File: config.mk
export PLATFORM = sky130hd
export DESIGN_NAME = inst_fetch_unit
export DESIGN_NICKNAME = d
export VERILOG_FILES = /design/src/rtl/inst_fetch_unit.sv
export SDC_FILE = /design/constraint.sdc
export NUM_CORES = 1
export LEC_CHECK = 0
export BUFFER_PORTS_ARGS = -buffer_cell sky130_fd_sc_hd__buf_4
export CAP_MARGIN = 20
export CORE_MARGIN = 2
export CORE_UTILIZATION = 45
export DETAILED_ROUTE_END_ITERATION = 8
export GPL_ROUTABILITY_DRIVEN = 1
export PLACE_DENSITY = 0.66
export SYNTH_ARGS = -nofsm -noshare
export SYNTH_HDL_FRONTEND = slang
export SYNTH_SLANG_ARGS = --single-unit
File: constraint.sdc
create_clock -name i_CLK -period 3.15 [get_ports i_CLK]
set_clock_uncertainty 0.15 [all_clocks]
set_input_delay 0.1575 -clock i_CLK [delete_from_list [all_inputs] [get_ports i_CLK]]
set_output_delay 0.1575 -clock i_CLK [all_outputs]
set_load 0.03 [all_outputs]
File: src/rtl/inst_fetch_unit.sv
// Instruction fetch stage: owns the PC, issues word requests to instruction
// memory, keeps up to FIFO_DEPTH fetches (outstanding or returned) with their
// PCs, and hands {PC, instruction} to decode over valid/ready. A redirect
// flushes everything buffered and arranges for stale responses to be dropped.
module inst_fetch_unit #(
    parameter int                    Inst_Data_width = 32,
    parameter int                    Addr_width      = 32,
    parameter logic [Addr_width-1:0] RESET_PC        = '0,
    parameter int                    FIFO_DEPTH      = 2
) (
    input  logic                       i_CLK,
    input  logic                       i_RST_n,
    output logic                       o_IMEM_REQ,
    output logic [Addr_width-1:0]      o_IMEM_ADDR,
    input  logic                       i_IMEM_GNT,
    input  logic                       i_IMEM_RVALID,
    input  logic [Inst_Data_width-1:0] i_IMEM_RDATA,
    input  logic                       i_REDIRECT,
    input  logic [Addr_width-1:0]      i_REDIRECT_PC,
    output logic                       o_INST_VALID,
    output logic [Inst_Data_width-1:0] o_INST_D,
    output logic [Addr_width-1:0]      o_INST_PC,
    input  logic                       i_INST_READY
);

    localparam int PW = $clog2(FIFO_DEPTH);
    localparam int CW = $clog2(FIFO_DEPTH) + 1;
    localparam logic [CW-1:0] DEPTH_C = CW'(FIFO_DEPTH);

    // Filled entries always form a contiguous run starting at the head,
    // because responses come back in grant order. So a fill count replaces
    // per-entry filled bits, and the oldest unfilled slot is head + nfill.
    logic [Addr_width-1:0]      pc_reg;
    logic [CW-1:0]              count_reg;
    logic [CW-1:0]              nfill_reg;
    logic [CW-1:0]              drop_reg;
    logic [PW-1:0]              head_reg;
    logic [PW-1:0]              tail_reg;
    logic [Addr_width-1:0]      pc_mem   [FIFO_DEPTH];
    logic [Inst_Data_width-1:0] data_mem [FIFO_DEPTH];

    logic                  grant;
    logic                  pop;
    logic                  fill;
    logic                  drop_hit;
    logic [CW-1:0]         unfilled;
    logic [CW-1:0]         grant_c;
    logic [CW-1:0]         pop_c;
    logic [CW-1:0]         fill_c;
    logic [CW-1:0]         hit_c;
    logic [PW-1:0]         fill_idx;
    logic [Addr_width-1:0] redirect_target;

    // Request is gated by reset so it is low while held in reset even though
    // the registered count is already zero.
    assign o_IMEM_REQ      = i_RST_n & (count_reg < DEPTH_C);
    assign o_IMEM_ADDR     = pc_reg;
    assign grant           = o_IMEM_REQ & i_IMEM_GNT;
    assign unfilled        = count_reg - nfill_reg;
    assign pop             = (nfill_reg != '0) & i_INST_READY;
    assign drop_hit        = i_IMEM_RVALID & (drop_reg != '0);
    assign fill            = i_IMEM_RVALID & (drop_reg == '0) & (unfilled != '0);
    assign fill_idx        = head_reg + PW'(nfill_reg);
    assign grant_c         = CW'(grant);
    assign pop_c           = CW'(pop);
    assign fill_c          = CW'(fill);
    assign hit_c           = CW'(drop_hit);
    assign redirect_target = i_REDIRECT_PC & ~Addr_width'(3);

    assign o_INST_VALID = (nfill_reg != '0);
    assign o_INST_D     = data_mem[head_reg];
    assign o_INST_PC    = pc_mem[head_reg];

    // PC, occupancy pointers and stale-response counter.
    always_ff @(posedge i_CLK or negedge i_RST_n) begin
        if (!i_RST_n) begin
            pc_reg    <= RESET_PC;
            count_reg <= '0;
            nfill_reg <= '0;
            drop_reg  <= '0;
            head_reg  <= '0;
            tail_reg  <= '0;
        end else if (i_REDIRECT) begin
            // Everything still in flight becomes stale: unfilled entries,
            // plus a grant to the old PC this cycle, minus a response that
            // lands in an unfilled entry right now (it is flushed anyway).
            pc_reg    <= redirect_target;
            count_reg <= '0;
            nfill_reg <= '0;
            head_reg  <= '0;
            tail_reg  <= '0;
            drop_reg  <= drop_reg - hit_c + unfilled + grant_c - fill_c;
        end else begin
            if (grant) begin
                pc_reg <= pc_reg + Addr_width'(4);
            end
            count_reg <= count_reg + grant_c - pop_c;
            nfill_reg <= nfill_reg + fill_c - pop_c;
            head_reg  <= head_reg + PW'(pop);
            tail_reg  <= tail_reg + PW'(grant);
            drop_reg  <= drop_reg - hit_c;
        end
    end

    // Entry storage: PC captured on grant, instruction captured on response.
    always_ff @(posedge i_CLK or negedge i_RST_n) begin
        if (!i_RST_n) begin
            for (int i = 0; i < FIFO_DEPTH; i++) begin
                pc_mem[i]   <= '0;
                data_mem[i] <= '0;
            end
        end else if (!i_REDIRECT) begin
            if (grant) begin
                pc_mem[tail_reg] <= pc_reg;
            end
            if (fill) begin
                data_mem[fill_idx] <= i_IMEM_RDATA;
            end
        end
    end

`ifndef SYNTHESIS
    // A response with nothing outstanding (live or stale) is a memory-side
    // protocol error; the logic ignores it, simulation flags it.
    assert property (@(posedge i_CLK) disable iff (!i_RST_n)
        i_IMEM_RVALID |-> ((drop_reg != '0) || (unfilled != '0)));
`endif

endmodule

==> impl_metrics.tcl, run 1 <==
set metrics [dict create \
    hold_path_class "in -> reg" \
    tightest_slew_ns 0.959 \
    antenna_found_initial 0 \
    grt_pass1_vias 5989 \
    ys_ff_latch 162 \
    cts_tree "done" \
    placed_area_um2 9130 \
    ant_nets 0 \
    rows 47 \
    cts_made_buffers 17 \
    status "completed" \
    final_common_cell "buf_4" \
    pwr-share-seq 0.339 \
    ys_warn_count 0 \
    ir_drop_uv 543 \
    finalHoldViolCount 0 \
    crit_type "reg -> reg" \
    clkTransAtPathRegs_ns 0.06 \
    async_reset_ff_frac 1.00 \
    drive_above_1_share 0.446 \
    p_sw_frac 0.364 \
    syn-cell-area_um2 7690 \
    ff_latch_area_um2 4060 \
    area_growth_pct 34.9 \
    clk_latency_ns 0.43 \
    fmax_mhz 382 \
    cts-root-buf "clkbuf_16" \
    powerDensity_nw_per_um2 941 \
    period_share 0.832 \
    multi_input_area_um2 3440 \
    grt_pass1_wl_um 29900 \
    htree_num_levels 4 \
    worstHoldPathCells 4 \
    synth_ff_type "dfrtp_1" \
    place_ws_ns 0.550 \
    pwr-share-clk 0.217 \
    ff2ff_path_depth 5 \
    cp.required_ns 3.34 \
    maxCapViolations 0 \
    antennaDiodeCount 0 \
    p_sw_mw 3.56 \
    first_iter_violations 199 \
    setup_viol 0 \
    io_buffers 161 \
    grt_usage 0.208 \
    cp_max_fo 18 \
    io_pins 168 \
    start_kind "flop" \
    dieHeight_um 135 \
    dieArea_um2 18200 \
    grt_max_degree 163 \
    num_vias 5540 \
    synth_cell_types 43 \
    maxSlewHeadroom 0.361 \
    dp.cells 958 \
    finalCriticalPeriod_ns 2.62 \
    core-area_um2 16600 \
    mostFrequentLayoutCells "buf_4 (167), dfrtp_1 (161), mux2_2 (159)" \
    dieWidth_um 135 \
    nets 900 \
    fin_cells 1054 \
    power_frac_comb 0.444 \
    wl_per_cell_um 17.2 \
    largest_reg_flops 64 \
    p_int_mw 6.21 \
    maxSlewViolCount 0 \
    gr-total-overflow 0 \
    post_drt_via_cell_ratio 5.26 \
    syn_avg_cell_area_um2 12.7 \
    synth_edf_count 0 \
    cellLeakagePower_nw 4.76 \
    wl_um 18100 \
    netlist_instances 606 \
    rsz0062_at_grt "false" \
    clockBufferDepth 2 \
    fin_setup_tns_ns 0 \
    layout_setup_ws_ns 0.529 \
    cts.sinks 162 \
    filler_cell_count 1318 \
    largest_register "data_mem" \
    first_pass_iters 5 \
    post_cts_buffers 0 \
    finalInstanceArea_um2 10400 \
    hpwl_um 11500 \
    initial_core_util 0.462 \
    yosysSeqAreaShare 0.527 \
    gp_congestion 0.788 \
    drc 0 \
    crit_arrival_ns 2.81 \
    end_kind "flop" \
]
==> timing repair <==
item,4_1_cts,5_1_grt
resized for setup,0,0
endpoints found under the hold margin,258,0
setup endpoints to repair,0,0
hold buffers,64,0
==> power by group through the flow <==
| stage | combinational [mW] | sequential (mW) | clock [mW] |
|---|---|---|---|
| 2_1_floorplan | 2.92 | 3.28 | 0 |
| 3_3_place_gp | 4.20 | 3.27 | 0 |
| 3_5_place_dp | 4.29 | 3.35 | 0 |
| 4_1_cts | 4.38 | 3.32 | 2.18 |
| 5_1_grt | 4.64 | 3.43 | 2.27 |
| 6_report | 4.33 | 3.31 | 2.12 |
==> cell usage after synthesis (all sizes together) (2+ instances only) <==
library cell	number	share of area
and4	3	0.0034
o31ai	16	0.016
a31oi	18	0.015
and3	2	0.0016
nor3	5	0.0039
nor4	5	0.0041
or4	18	0.018
nand2	30	0.015
clkbuf	28	0.014
nor2b	4	0.0033
dfrtp	162	0.53
ha	8	0.013
nand3	10	0.0065
xor2	7	0.0080
buf	13	0.010
mux2	182	0.27
o21ai	18	0.012
xnor2	13	0.015
nand4	8	0.0073
o31a	2	0.0023
nor2	25	0.012
and2	2	0.0016
inv	14	0.0068
==> worst max-delay path: stages, from the launching register on <==
cell     delay (ns)
dfrtp_1        0.44
ha_1           0.23
nand2_1        0.11
or4_1          0.81
or4_1          0.59
a31oi_1        0.20
==> logic make-up after synthesis <==
logic type               count (synthesis)  synth area share
multiplexers                           183             0.268
flip-flops                             162             0.527
AND/OR/NAND/NOR                        119            0.0870
AO/OA/AOI/OAI                           56            0.0459
buffers and inverters                   55            0.0309
XOR/XNOR                                21            0.0257
adder cells (fa/ha/maj)                  9            0.0156
other                                    1          0.000487
==> per-layer routing <==
metal,part of all wire,vias to the layer above,GRT usage
met2,0.49,154,0.349
met1,0.44,2745,0.263
met3,0.058,26,0.0567
li1,-,2615,-
met5,0,-,0
met4,0.016,0,0.0673
==> final cells by class <==
type                       instances  share of cell area
inverter                          14             0.00506
multi-input combinational        392               0.331
tap                              220              0.0265
timing repair buffer             234               0.187
clock inverter                    12              0.0150
clock buffer                      20              0.0440
sequential                       162               0.391
==> worst paths after layout <==
path / slack [ns] / to / startpoint
min in group asynchronous: 0.43 / pc_mem[4]$_DFFE_PN0P_ / i_RST_n
hold reg to reg: 0.33 / data_mem[30]$_DFFE_PN0P_ / data_mem[30]$_DFFE_PN0P_
hold / removal: 0.1 / head_reg$_DFF_PN0_ / i_INST_READY
max in group asynchronous: 1.74 / data_mem[25]$_DFFE_PN0P_ / i_RST_n
setup / recovery: 0.53 / o_IMEM_ADDR[16]$_DFFE_PN0N_ / o_IMEM_ADDR[2]$_DFFE_PN0N_
setup reg to reg: 0.53 / o_IMEM_ADDR[16]$_DFFE_PN0N_ / o_IMEM_ADDR[2]$_DFFE_PN0N_
==> per-stage QoR <==
| stage | power [mW] | hold WS [ns] | util |
|---|---|---|---|
| detailed placement | 7.63 | 0.222 | 0.548 |
| global placement | 7.47 | 0.220 | 0.548 |
| finish | 9.77 | 0.0980 | 0.624 |
| global route | 10.3 | 0.123 | 0.624 |
| CTS | 9.87 | 0.0879 | 0.624 |
| floorplan | 6.19 | -0.288 | - |
No activity file was read; power rests on OpenSTA's default activity.
==> run 2, diff against run 1 <==
- ABC_AREA: unset -> 1
- PLACE_DENSITY: 0.66 -> 0.68
- clock period: 3.15 -> 2.4 ns (I/O delays scaled with it)
==> run 2 against run 1 <==
Net effect: register-to-register slack lost 0.32 ns; critical path type unchanged; synthesized cell count grew 78%; area after synthesis grew 5.1%; largest cell class unchanged; worst setup slack lost 0.32 ns; total power grew 24%; maximum frequency grew 20%; global-route usage grew 2.8 points; critical path depth grew 5; sequential power grew 25%; highest routed layer unchanged; sequential cell count is the same.
==> impl_metrics.tcl, run 2 <==
set metrics [dict create \
    status "completed" \
    cp_slowest_cell "dlygate4sd3_1" \
    cp_cell_sequence "nand2_1 -> nor2_2 -> nand2_1 -> nor2_1 -> nand2_1 -> nand2_1 -> nand2_1 -> nand2_1 -> nand3_1 -> dlygate4sd3_1" \
    netlist_instances 1077 \
    final_common_cell "nand2_1" \
    rsz0062_at_grt "false" \
    cts-root-buf "clkbuf_16" \
    htree_num_levels 4 \
    tightest_slew_ns 0.890 \
    io_buffers 161 \
    hold_path_class "in -> reg" \
    io_pins 168 \
    nets 1373 \
    finalCriticalPeriod_ns 2.19 \
    first_iter_violations 635 \
    period_share 0.913 \
    gr-total-overflow 0 \
    maxSlewHeadroom 0.407 \
    place_ws_ns 0.132 \
    rows 49 \
    area_growth_pct 33.8 \
    cellLeakagePower_nw 5.50 \
    fin_setup_tns_ns 0 \
    r2r-end "o_IMEM_ADDR[31]$_DFFE_PN0N_" \
    syn_avg_cell_area_um2 7.51 \
    yosys-top-cells-count "nand2_1 (453), dfrtp_1 (162), o21ai_0 (130)" \
    cts.sinks 162 \
    dieHeight_um 138 \
    ys_warn_count 0 \
    core-area_um2 17800 \
    syn-cell-area_um2 8090 \
    powerDensity_nw_per_um2 1120 \
    grt_max_degree 163 \
    synthTopCellsByArea "dfrtp_1 (50%), nand2_1 (21%), o21ai_0 (8.0%), inv_1 (4.2%), nor2_1 (2.7%)" \
    drive_above_1_share 0.178 \
    first_pass_iters 5 \
    async_reset_ff_frac 1.00 \
    synth_edf_count 0 \
    synth_cell_types 32 \
    antennaDiodeCount 0 \
    crit_type "reg -> reg" \
    grt_usage 0.236 \
    placed_area_um2 9520 \
    cts_made_buffers 17 \
    clk_latency_ns 0.43 \
    cp_common_cell "nand2_1" \
    synth_ff_type "dfrtp_1" \
    mostFrequentLayoutCells "nand2_1 (452), buf_4 (172), dfrtp_1 (157)" \
    ys_ff_latch 162 \
    start_kind "flop" \
    cp_max_fo 6 \
    ff2ff_path_depth 10 \
    wl_um 22100 \
    gp_congestion 0.937 \
    crit_path_max_incr_delay_ns 0.54 \
    clockBufferDepth 2 \
    cp-endpoint "o_IMEM_ADDR[31]$_DFFE_PN0N_" \
    cp.required_ns 2.56 \
    largest_reg_flops 64 \
    yosysTopAreaCellShare 0.501 \
    setup_viol 0 \
    yosysSeqAreaShare 0.501 \
    post_drt_via_cell_ratio 4.98 \
    finalHoldViolCount 0 \
    ff2ff_setup_slack_ns 0.21 \
    end_kind "flop" \
    maxSlewViolCount 0 \
    wl_per_cell_um 14.4 \
    dieWidth_um 138 \
    num_vias 7651 \
    ir_drop_uv 758 \
    largest_register "data_mem" \
    r2r_start "o_IMEM_ADDR[18]$_DFFE_PN0N_" \
    dp.cells 1435 \
    crit_arrival_ns 2.35 \
    maxCapViolations 0 \
    fmax_mhz 456 \
    finalInstanceArea_um2 10800 \
    fin_cells 1536 \
    grt_pass1_vias 7256 \
    antenna_found_initial 0 \
    ant_nets 0 \
    grt_pass1_wl_um 36500 \
    cts_tree "done" \
    hpwl_um 14800 \
    drc 0 \
    worstSetupStartpoint "o_IMEM_ADDR[18]$_DFFE_PN0N_" \
    min-delay-start "i_IMEM_RVALID" \
    initial_core_util 0.455 \
    yosysMostFrequentCell "nand2_1" \
    layout_setup_ws_ns 0.209 \
    clkTransAtPathRegs_ns 0.06 \
    yosysTopAreaCell "dfrtp_1" \
    dieArea_um2 19100 \
]
run 2: worst min path at each step:
stage / depth (start not counted) / to
finish: 5 / drop_reg[0]$_DFF_PN0_
global route: 5 / drop_reg[0]$_DFF_PN0_
CTS: 5 / drop_reg[0]$_DFF_PN0_
detailed placement: 3 / data_mem[26]$_DFFE_PN0P_
global placement: 3 / o_IMEM_ADDR[5]$_DFFE_PN0N_
floorplan: 0 / count_reg[0]$_DFF_PN0_
run 2: repair_timing:
item                                   CTS  global route
hold buffers                            69             0
endpoints found under the hold margin  263             0
setup endpoints to repair                0             2
setup buffers                            0             0
resized for setup                        0             9
run 2: metal layers:
| layer | wire (um) | track usage | share of wire |
|---|---|---|---|
| met1 | 9890 | 0.327 | 0.45 |
| met2 | 10500 | 0.381 | 0.47 |
| met3 | 1400 | 0.0499 | 0.064 |
| met4 | 296 | 0.0612 | 0.013 |
| met5 | 0 | 0 | 0 |
run 2: kinds of logic after synthesis:
logic type      synth area share
buf+inv                   0.0769
fa+ha+maj                 0.0149
simple gates               0.277
xor+xnor                  0.0183
compound gates             0.111
other cells             0.000464
flops                      0.501
run 2: stage by stage:
step                power [mW]  hold slack (ns)   util
floorplan                 7.45           -0.326      -
global placement          9.24            0.181  0.536
detailed placement        9.36            0.189  0.536
CTS                       12.2           0.0334  0.608
global route              12.9           0.0919  0.609
finish                    12.1           0.0374  0.609
run 2: layout make-up:
class                   instances  area (um2)
fillers                      1603        6960
multi-input cells             771        3430
clock inverters                11         129
inverters                      95         357
repair buffers                247        2090
flip-flops and latches        162        4060
clock buffers                  21         460
well taps                     229         287
run 2: power breakdown:
| group | internal (mW) | total [mW] | switching [mW] |
|---|---|---|---|
| sequential | 3.65 | 4.14 | 0.488 |
| clock | 1.59 | 2.73 | 1.14 |
| combinational | 1.89 | 5.26 | 3.37 |
| total | 7.14 | 12.1 | 4.99 |
run 2: worst max-delay path: cells and delay by family (launching register included):
family / cells / cell delay [ns]
simple gates: 9 / 0.90
buf+inv: 1 / 0.54
flops: 1 / 0.47
==> run 3, diff against run 2 <==
- GPL_TIMING_DRIVEN: unset -> 0
==> run 3 against run 2 <==
Net effect: largest power group unchanged; critical endpoint is now drop_reg[1]$_DFF_PN0_; the flow now finishes with violations (negative hold slack); register-to-register slack worse by 0.07 ns; first-iteration DRC count decreased by 11%; largest cell class unchanged; clock power rose by 5%.
==> impl_metrics.tcl, run 3 (synthesis results as in run 2) <==
set metrics [dict create \
    status "finished with violations" \
    violations "negative hold slack" \
    maxCapViolations 0 \
    core-area_um2 17800 \
    finalInstanceArea_um2 10900 \
    initial_core_util 0.455 \
    dieHeight_um 138 \
    cp_slowest_cell "dfrtp_2" \
    rows 49 \
    r2r_start "nfill_reg[0]$_DFF_PN0_" \
    placed_area_um2 9630 \
    antenna_found_initial 0 \
    final_common_cell "nand2_1" \
    nets 1406 \
    power_mw 12.3 \
    finalHoldViolCount 83 \
    maxSlewViolCount 0 \
    mostFrequentLayoutCells "nand2_1 (452), buf_4 (172), dfrtp_1 (161)" \
    setup_viol 0 \
    start_kind "flop" \
    ant_nets 0 \
    first_iter_violations 565 \
    io_pins 168 \
    worstSetupStartpoint "nfill_reg[0]$_DFF_PN0_" \
    crit_arrival_ns 2.43 \
    dieWidth_um 138 \
    wl_um 23500 \
    drc 0 \
    gp_congestion 0.937 \
    crit_type "reg -> reg" \
    finalCriticalPeriod_ns 2.26 \
    cp_common_cell "nand2_1" \
    cp.required_ns 2.57 \
    first_pass_iters 5 \
    period_share 0.941 \
    cellLeakagePower_nw 5.58 \
    post_drt_via_cell_ratio 5.00 \
    largest_register "data_mem" \
    clkTransAtPathRegs_ns 0.07 \
    htree_num_levels 4 \
    grt_pass1_vias 7582 \
    dieArea_um2 19100 \
    dp.cells 1471 \
    clockBufferDepth 2 \
    cp_cell_sequence "ha_4 -> nand2_1 -> nand2_2 -> inv_2 -> ha_1 -> inv_1 -> fa_1 -> inv_1 -> nand2_1 -> nand3_1 -> nand3_1 -> nand2_1 -> nand2_1" \
    powerDensity_nw_per_um2 1130 \
    area_growth_pct 35.3 \
    wl_per_cell_um 15.0 \
    cts_hold_buffers 64 \
    fmax_mhz 443 \
    ir_drop_uv 724 \
    cts_tree "done" \
    grt_pass1_wl_um 38600 \
    cts.sinks 162 \
    hpwl_um 16700 \
    clk_latency_ns 0.43 \
    whs_ns -0.499 \
    cp_max_fo 3 \
    maxSlewHeadroom 0.558 \
    antennaDiodeCount 0 \
    cts_made_buffers 17 \
    grt_usage 0.250 \
    drive_above_1_share 0.181 \
    crit_path_max_incr_delay_ns 0.44 \
    fin_cells 1569 \
    cts-root-buf "clkbuf_16" \
    grt_max_degree 85 \
    hold_path_class "in -> async" \
    end_kind "flop" \
    gr-total-overflow 0 \
    io_buffers 161 \
    num_vias 7850 \
    tightest_slew_ns 0.663 \
    largest_reg_flops 64 \
]
[run 3: cell count changes in the layout (fill, tap and decap cells not counted), moves of 5 or more]
cell and change:
dlygate4sd3_1 -5, buf_12 -5, clkbuf_1 +20, clkbuf_2 +7, buf_2 +8
[run 3: worst max-delay path, delay by kind of cell (launching register included)]
kind                     cells  cell delay [ns]
buffers and inverters        3             0.15
AND/OR/NAND/NOR              7             0.48
flip-flops                   1             0.44
adder cells (fa/ha/maj)      3             0.92
[run 3: report_power, final]
group | total (mW) | internal, mW | switching, mW
clock network | 2.87 | 1.67 | 1.20
registers | 4.16 | 3.65 | 0.510
logic | 5.31 | 1.91 | 3.40
[run 3: final cells by class]
class	count	area (um2)
Fill cell	1601	6840
Clock buffer	17	425
Tap cell	229	287
Clock inverter	15	199
Inverter	95	357
Multi-Input combinational cell	771	3440
Timing Repair Buffer	228	1900
Sequential cell	162	4060
Buffer	52	274
[run 3: what timing repair did]
item	4_1_cts	5_1_grt
endpoints found under the setup margin	61	48
setup buffers	0	2
resized for setup	2	15
endpoints found under the hold margin	177	82
pin swaps	0	1
[run 3: per-layer routing]
layer / up-vias / global-route usage / wire (um)
li1: 3860 / - / -
met1: 3704 / 0.348 / 10600
met2: 255 / 0.405 / 11200
met3: 31 / 0.0395 / 1330
met4: 0 / 0.0789 / 422
met5: - / 0 / 0
[run 3: path summary, 6_finish.rpt]
path | end | slack, ns | depth (start not counted)
worst max-delay path | drop_reg[1]$_DFF_PN0_ | 0.14 | 13
max in group asynchronous | o_IMEM_ADDR[17]$_DFFE_PN0N_ | 1.75 | 2
worst min register to register | pc_mem[20]$_DFFE_PN0P_ | 0.33 | 2
min in group i_CLK | o_IMEM_ADDR[6]$_DFFE_PN0N_ | 0.02 | 4
worst max register to register | drop_reg[1]$_DFF_PN0_ | 0.14 | 13
worst min-delay path | data_mem[46]$_DFFE_PN0P_ | -0.50 | 1
[run 3: through the flow]
| stage | hold WS [ns] | setup slack (ns) | setup TNS [ns] | util |
|---|---|---|---|---|
| global placement | 0.182 | -1.09 | -92.60 | 0.540 |
| global route | -0.422 | -0.00913 | -0.00913 | 0.615 |
| CTS | -0.446 | 0.0159 | 0 | 0.613 |
| floorplan | -0.326 | 0.213 | 0 | - |
| finish | -0.499 | 0.141 | 0 | 0.615 |
| detailed placement | 0.0135 | 0.0219 | 0 | 0.542 |
